**src/rtl/matvec_sched.sv**
```systemverilog
// Row-at-a-time scheduler driving a shared 16-lane dot engine to compute y = M*b.
// Fetches each row, pulses engine reset then start, waits for done with a timeout, streams results.
//
// state    | meaning
// IDLE     | waiting for a command, cmd_ready high
// FETCH    | row-store read strobe for the current row
// WAIT_ROW | row data returns, captured into dot_a
// CLR      | engine reset pulse, clears sticky done
// START    | engine start pulse, timeout reloaded
// RUN      | waiting for engine done or timeout
// EMIT     | result presented until consumer accepts
module matvec_sched #(
    parameter int MAX_ROWS    = 16,
    parameter int DOT_TIMEOUT = 8192,
    localparam int ROW_W      = $clog2(MAX_ROWS + 1)
) (
    input  logic             clk,
    input  logic             rst_n,
    input  logic             cmd_valid,
    output logic             cmd_ready,
    input  logic [ROW_W-1:0] cmd_rows,
    input  logic [127:0]     cmd_vec,
    output logic             row_rd_en,
    output logic [ROW_W-1:0] row_addr,
    input  logic [127:0]     row_data,
    output logic             dot_rst_n,
    output logic             dot_start,
    output logic [127:0]     dot_a,
    output logic [127:0]     dot_b,
    input  logic [15:0]      dot_c,
    input  logic             dot_done,
    output logic             res_valid,
    input  logic             res_ready,
    output logic [15:0]      res_data,
    output logic [ROW_W-1:0] res_row,
    output logic             res_last,
    output logic             busy,
    output logic             err
);

    localparam int TMO_W = $clog2(DOT_TIMEOUT + 1);

    typedef enum logic [2:0] {
        IDLE, FETCH, WAIT_ROW, CLR, START, RUN, EMIT
    } state_t;

    state_t           state;
    logic [ROW_W-1:0] rows;
    logic [ROW_W-1:0] row_cnt;
    logic [TMO_W-1:0] tmo_cnt;
    logic [ROW_W-1:0] rows_clamped;

    assign rows_clamped = (cmd_rows > ROW_W'(MAX_ROWS)) ? ROW_W'(MAX_ROWS) : cmd_rows;

    always_ff @(posedge clk or negedge rst_n) begin
        if (!rst_n) begin
            state     <= IDLE;
            rows      <= '0;
            row_cnt   <= '0;
            tmo_cnt   <= '0;
            cmd_ready <= 1'b1;
            row_rd_en <= 1'b0;
            row_addr  <= '0;
            dot_rst_n <= 1'b1;
            dot_start <= 1'b0;
            dot_a     <= '0;
            dot_b     <= '0;
            res_valid <= 1'b0;
            res_data  <= '0;
            res_row   <= '0;
            res_last  <= 1'b0;
            busy      <= 1'b0;
            err       <= 1'b0;
        end else begin
            case (state)
                IDLE: begin
                    if (cmd_valid) begin
                        dot_b   <= cmd_vec;
                        rows    <= rows_clamped;
                        row_cnt <= '0;
                        err     <= 1'b0;
                        if (rows_clamped != '0) begin
                            state     <= FETCH;
                            cmd_ready <= 1'b0;
                            busy      <= 1'b1;
                            row_rd_en <= 1'b1;
                            row_addr  <= '0;
                        end
                    end
                end
                FETCH: begin
                    row_rd_en <= 1'b0;
                    state     <= WAIT_ROW;
                end
                WAIT_ROW: begin
                    dot_a     <= row_data;
                    dot_rst_n <= 1'b0;
                    state     <= CLR;
                end
                CLR: begin
                    dot_rst_n <= 1'b1;
                    dot_start <= 1'b1;
                    tmo_cnt   <= TMO_W'(DOT_TIMEOUT);
                    state     <= START;
                end
                START: begin
                    dot_start <= 1'b0;
                    state     <= RUN;
                end
                RUN: begin
                    if (dot_done) begin
                        res_data  <= dot_c;
                        res_row   <= row_cnt;
                        res_last  <= (row_cnt == rows - ROW_W'(1));
                        res_valid <= 1'b1;
                        state     <= EMIT;
                    end else if (tmo_cnt == TMO_W'(1)) begin
                        // Engine hung: drop the rest of the command without presenting a result.
                        err       <= 1'b1;
                        busy      <= 1'b0;
                        cmd_ready <= 1'b1;
                        state     <= IDLE;
                    end else begin
                        tmo_cnt <= tmo_cnt - TMO_W'(1);
                    end
                end
                EMIT: begin
                    if (res_ready) begin
                        res_valid <= 1'b0;
                        if (res_last) begin
                            busy      <= 1'b0;
                            cmd_ready <= 1'b1;
                            state     <= IDLE;
                        end else begin
                            row_cnt   <= row_cnt + ROW_W'(1);
                            row_addr  <= row_cnt + ROW_W'(1);
                            row_rd_en <= 1'b1;
                            state     <= FETCH;
                        end
                    end
                end
                default: state <= IDLE;
            endcase
        end
    end

endmodule

```
**config.mk**
```make
export PLATFORM = sky130hd
export DESIGN_NAME = matvec_sched
export DESIGN_NICKNAME = d
export VERILOG_FILES = /design/src/rtl/matvec_sched.sv
export SDC_FILE = /design/constraint.sdc
export NUM_CORES = 1
export LEC_CHECK = 0
export ABC_AREA = 1
export CORE_AREA = 4 4 223 225
export CTS_CLUSTER_SIZE = 20
export DETAILED_ROUTE_END_ITERATION = 12
export DIE_AREA = 0 0 227 229
export GPL_TIMING_DRIVEN = 0
export SLEW_MARGIN = 20
export SYNTH_ARGS = -nofsm -noshare
export SYNTH_HDL_FRONTEND = slang
export SYNTH_SLANG_ARGS = --single-unit
export TNS_END_PERCENT = 1
```
**constraint.sdc**
```tcl
create_clock -name clk -period 1.45 [get_ports clk]
set_clock_uncertainty 0.05 [all_clocks]
set_input_delay 0.29 -clock clk [delete_from_list [all_inputs] [get_ports clk]]
set_output_delay 0.29 -clock clk [all_outputs]
set_load 0.03 [all_outputs]
```
Word-level counts from Yosys, hierarchy flattened --
Cells that the tools add are included. W data, S select, Z words.
Word-level totals: input port bits 282, latch bits 0, memories kept 0, output and inout bits 290, bits in read-only memories 0, logic and storage cells 101, RAM bits 0, flip-flop bits (word level) 317
Cells by class: muxes and demuxes 42, reduce and logical (&&, ||, !) cells 20, add/subtract/negate cells 3, order comparisons 1, eq/ne operators 18, bitwise logic cells 0, shifts and indexed selects 0, multiply operators 0, divide/modulo/power cells 0
Operators by type and width (number):
- $mux W5 | 6
- $mux W14 | 2
- $pmux W14 S2 | 1
- $pmux W3 S7 | 1
- $pmux W5 S2 | 2
- $mux W1 | 18
- $ne A2 B2 Y1 const B | 9
- $mux W3 | 5
- $eq A14 B1 Y1 const B | 1
- $sub A14 B1 Y14 const B | 1
- $reduce_and A4 Y1 | 3
- $reduce_bool A2 Y1 | 6
- $reduce_and A5 Y1 | 2
- $eq A3 B3 Y1 const B | 3
- $pmux W1 S3 | 3
- $pmux W1 S2 | 4
- $reduce_and A7 Y1 | 1
- $eq A3 B2 Y1 const B | 2
- $reduce_and A3 Y1 | 2
- $reduce_bool A3 Y1 | 2
- $add A5 B1 Y5 const B | 1
- $eq A5 B5 Y1 | 1
- $gt A5 B5 Y1 const B | 1
- $reduce_bool A5 Y1 | 1
- 5 further kinds | 6

Depth between registers and ports, before layout --
depth after elaboration 6, depth in mapped cells 9, gate-level depth less buffers 9

Worst setup path before layout --
No wires, ideal clock.
path type register -> register, from register state[2], to register dot_b[100], data arrival time 1315 ps, path slack -32 ps, clock period less this slack 1482 ps, required time 1282 ps, library setup time 118 ps, stages on the path, launching flop included 9, buffers on the path 2, cell sequence dfrtp_1 nor2_2 nand2_4 nor2_4 inv_2 buf_2 buf_2 nand2_1 nand2_1
On the way: cells in the longest elaborated chain, start to end 2
Ends and longest elaborated chain:
- start, declared | line 47 | state_t state;
- start signal, assigned | line 57 | state <= IDLE;
- start signal, assigned | line 83 | state <= FETCH;
- start signal, assigned | line 93 | state <= WAIT_ROW;
- $logic_not A3 Y1 | line 75 | case (state)
- $reduce_and A2 Y1 (no source line)
- end signal, assigned | line 78 | dot_b <= cmd_vec;
- end, declared | line 29 | output logic [127:0] dot_b,
Every way passes these cells. A chain may end at the register's enable or synchronous reset.

Worst setup path after layout --
from register state[1], to register dot_b[121]
The elaborated chain is that of the path after synthesis.

==> key figures <==
Setup path
  – CP Class: reg2reg
  – CP peak stage delay: between 0.4 and 0.5 ns
  – CP Max Fanout: 10
  – Worst path required time: about 1.8 ns
  – CP Cell Sequence: nor2_4, nand2_4, nor2_4, buf_12, inv_4, buf_12, buf_6, nand2_1, nand2_1
  – Kind of cell adding the most delay to the critical path: buffers and inverters
  – CP Launch Type: register
  – Arrival time worst endpoint: 1.97 ns
  – Setup crit end kind: register
  – Worst path depth: 9
  – Worst Reg-to-Reg Cells: 9
  – CP max stage cell: dfrtp_2
  – RR Endpoint: dot_b[121]
  – Worst R2R Start: state[1]
  – Worst path buffer plus inverter count: 4
  – R2R Setup Slk: -0.14 ns

STA
  – Period utilisation layout: 1.10
  – Max-slew violation count: 0
  – RSZ-0062 raised after global routing: yes
  – Final setup vio count: between 500 and 600
  – Setup ws final: -0.143 ns
  – Slew at the pin closest to its max-slew limit: 0.643 ns
  – Slew margin rel.: 0.571
  – Final min period: 1.59 ns
  – Hold_ws: -0.338 ns
  – Final Hold Viols: 75
  – F_max: 0.628 GHz

Yosys
  – Combinational family with the most area after synthesis: simple AND/OR/NAND/NOR gates
  – Gate Count Post-Synth: roughly 1500
  – Mux cell area share after synthesis: 0
  – Synth Area in Adders: 0.00397
  – Mapped cell area: approximately 13000 um^2
  – Synth Area in Simple Gates: 0.303
  – Cell type with the largest total area after synthesis: dfrtp_1
  – Yosys cell types: 27
  – Syn nets: about 1800
  – Avg Inst Size Synth: around 8.5 um^2
  – Synth top area cells: dfrtp_1, nand2_1, buf_2
  – YS warnings: 0
  – XOR/XNOR Fraction of Synth Area: 0.00904
  – Share of the synthesized area in the top cell type: 0.626
  – FF+latch count, synth: roughly 320
  – Synth Area in Compound Gates: 0.0174
  – Register area share after synthesis: 0.630

Route
  – Vias: 11771
  – Remaining DRCs: 0
  – WL/cell: 17.6 um
  – DR pass1 iterations: 4
  – Routed WL: ~49 mm
  – Initial DRC count: roughly 640
  – Vias per cell: 4.28
  – Routed Antenna Nets: 0

Outcome
  – Failing checks: negative hold slack, negative setup slack
  – Outcome: complete, but fails checks

CTS
  – H-tree Lvls: 2
  – TritonCTS clock tree: built
  – CTS sink count: 317
  – CTS Buf Count: 38
  – Clock Latency Late Sink: between 0.5 and 0.6 ns
  – Clock slew at reported path FFs: approximately 0.060 ns
  – Clock root buffer: clkbuf_16
  – CTS Buffer Depth: 3

Power and ir drop
  – Net Sw Frac: 0.445
  – Power Dens Cells: ~2500 nW/um^2
  – Comb pwr share: 0.517
  – Leak Pwr: 0.0106 uW
  – P_int: a little under 30000 uW
  – Maximum vdd ir drop: around 1300 uV
  – Clock share of power: 0.189
  – Flop pwr share: 0.295
  – Final Power: around 53000 uW
  – Net Switching: approximately 24000 uW

Placed design
  – Port Buf Inserts: 571
  – GP Congestion: 0.816
  – DP Wirelength: 37.4 mm

Job
  – Maxcap violations: 0

Floorplanning
  – # IOs: between 500 and 600
  – # rows: 80
  – Core Area: 47500 um^2
  – Starting density of the core: 0.265
  – Die area: approximately 52000 um^2
  – Overall die width: between 200 and 250 um
  – Chip height: ~230 um

Global routing
  – Total gr overflow: 0
  – First-pass GRT wire length: approximately 72 mm
  – Initial antenna violation count: 9
  – GRT Total Usage: 0.179
  – Vias in the first global route: approximately 12000
  – Largest net degree at the start of global routing: 87

Min path
  – Worst hold path type: in2async

Cells and area
  – Synth-to-layout area growth: 69.4%
  – Nets: between 2000 and 2500
  – Share of cells above drive strength 1: 0.226
==> per-layer routing <==
layer	vias up	GRT usage	part of all wire	wire length, um
met3	60	0.0717	0.11	5100
li1	5763	-	-	-
met2	447	0.315	0.49	23900
met4	8	0.0471	0.024	1150
met1	5493	0.203	0.38	18300
met5	-	0	0.00099	48
==> repair_timing <==
action / in CTS / in global routing
gates resized for setup: 1076 / 223
pin swaps: 3 / 2
hold endpoints to repair: 75 / 75
setup buffers: 5 / 8
cloned: 0 / 2
setup endpoints to repair: 597 / 599
==> registers in the layout (all words and copies together) (netlist names) <==
signal     count
busy           1
cmd_ready      1
dot_a        128
dot_b        128
dot_rst_n      1
dot_start      1
err            1
res_data      16
res_last       1
res_row        5
res_valid      1
row_addr       5
row_cnt        5
row_rd_en      1
rows           5
state          3
tmo_cnt       14
==> how the worst max path moves through the flow <==
| stage | from | to | slack [ns] |
|---|---|---|---|
| 5_1_grt | state[1] | dot_b[99] | -0.21 |
| 3_5_place_dp | cmd_valid | dot_b[11] | -1.13 |
| 2_1_floorplan | state[1] | dot_b[100] | -0.03 |
| 4_1_cts | dot_a[91] | dot_a[91] | -0.15 |
| 3_3_place_gp | rst_n | dot_b[87] | -14.41 |
| 6_report | state[1] | dot_b[121] | -0.14 |
==> kinds of logic (layout without fill, tap and decap cells) <==
kind of cell / count (synthesis) / count (layout)
AND/OR/NAND/NOR: 996 / 996
flip-flops: 317 / 317
buffers and inverters: 104 / 762
AO/OA/AOI/OAI: 42 / 42
XOR/XNOR: 13 / 13
adder cells (fa/ha/maj): 4 / 4
other: 0 / 4
==> cells in the mapped netlist <==
| master | instances |
|---|---|
| dfstp_2 | 2 |
| inv_1 | 35 |
| ha_1 | 4 |
| nand3_1 | 31 |
| or2_2 | 2 |
| nor2_1 | 35 |
| xnor2_1 | 4 |
| dfrtp_1 | 315 |
| nand2_4 | 1 |
| buf_4 | 4 |
| nor3_1 | 1 |
| o21bai_1 | 2 |
| nand2_2 | 1 |
| o21ai_0 | 21 |
| o21ai_1 | 11 |
| clkbuf_1 | 7 |
| buf_1 | 3 |
| o21a_1 | 1 |
| o22ai_1 | 1 |
| buf_2 | 50 |
| inv_2 | 5 |
| nor2_4 | 1 |
| nand4_1 | 1 |
| nor2_2 | 4 |
| xor2_1 | 9 |
| a21oi_1 | 6 |
| nand2_1 | 919 |
==> through the flow <==
stage | setup WS (ns) | area (um^2) | cells | setup TNS (ns) | util
final | -0.143 | 21300 | 2753 | -43.32 | 0.449
after global routing | -0.211 | 21300 | 2750 | -84.95 | 0.449
after CTS | -0.155 | 20800 | 2739 | -61.13 | 0.437
after detailed placement | -1.13 | 19200 | 2665 | -134.69 | 0.404
after global placement | -14.41 | 19100 | 2662 | -4657.44 | 0.402
after floorplan | -0.0274 | 12600 | 1476 | -2.74 | -
==> area by class of cell <==
| cell class | instances | area, um^2 |
|---|---|---|
| multi-input cells | 1055 | 4310 |
| plain buffers | 64 | 566 |
| flip-flops and latches | 317 | 7950 |
| repair buffers | 589 | 6240 |
| clock inverters | 9 | 130 |
| clock buffers | 60 | 1210 |
| fillers | 4656 | 26200 |
| well taps | 615 | 769 |
| inverters | 40 | 160 |
| diodes | 4 | 10.0 |
==> power by group through the flow <==
stage | combinational, uW | sequential [uW] | clock (uW)
after floorplan | 7900 | 22800 | 0
after global placement | 27300 | 15500 | 0
after detailed placement | 27500 | 15600 | 0
after CTS | 26600 | 15600 | 10400
after global routing | 29800 | 16300 | 10800
final | 27600 | 15700 | 10100
==> worst register-to-register path, cell delays in order (launching register included) <==
cell	delay, ns
dfrtp_2	0.45
nor2_4	0.16
nand2_4	0.08
nor2_4	0.11
buf_12	0.15
inv_4	0.07
buf_12	0.15
buf_6	0.15
nand2_1	0.06
nand2_1	0.06
==> cells in the final DEF, fill, tap and decap left out, types with 2 or more instances in the layout <==
cell / count
buf_8: 2
xnor2_1: 4
dfrtp_1: 306
clkbuf_16: 41
diode_2: 4
xor2_1: 9
nor2_2: 6
nand3_1: 28
inv_1: 32
nor2_1: 27
or2_2: 2
nand2_2: 7
inv_2: 4
clkdlybuf4s15_2: 225
o21bai_1: 2
bufinv_16: 3
nor2_4: 7
inv_4: 4
buf_16: 3
clkbuf_8: 12
ha_1: 3
clkbuf_1: 9
nand3_2: 2
buf_6: 84
clkinv_2: 4
clkdlybuf4s50_1: 280
nand2_4: 3
clkbuf_4: 8
buf_12: 2
o21ai_1: 15
a21oi_1: 5
buf_2: 23
dfstp_2: 2
nand2_1: 911
o21ai_0: 16
dfrtp_2: 9
buf_4: 24
(Power assumes the default switching activity.)
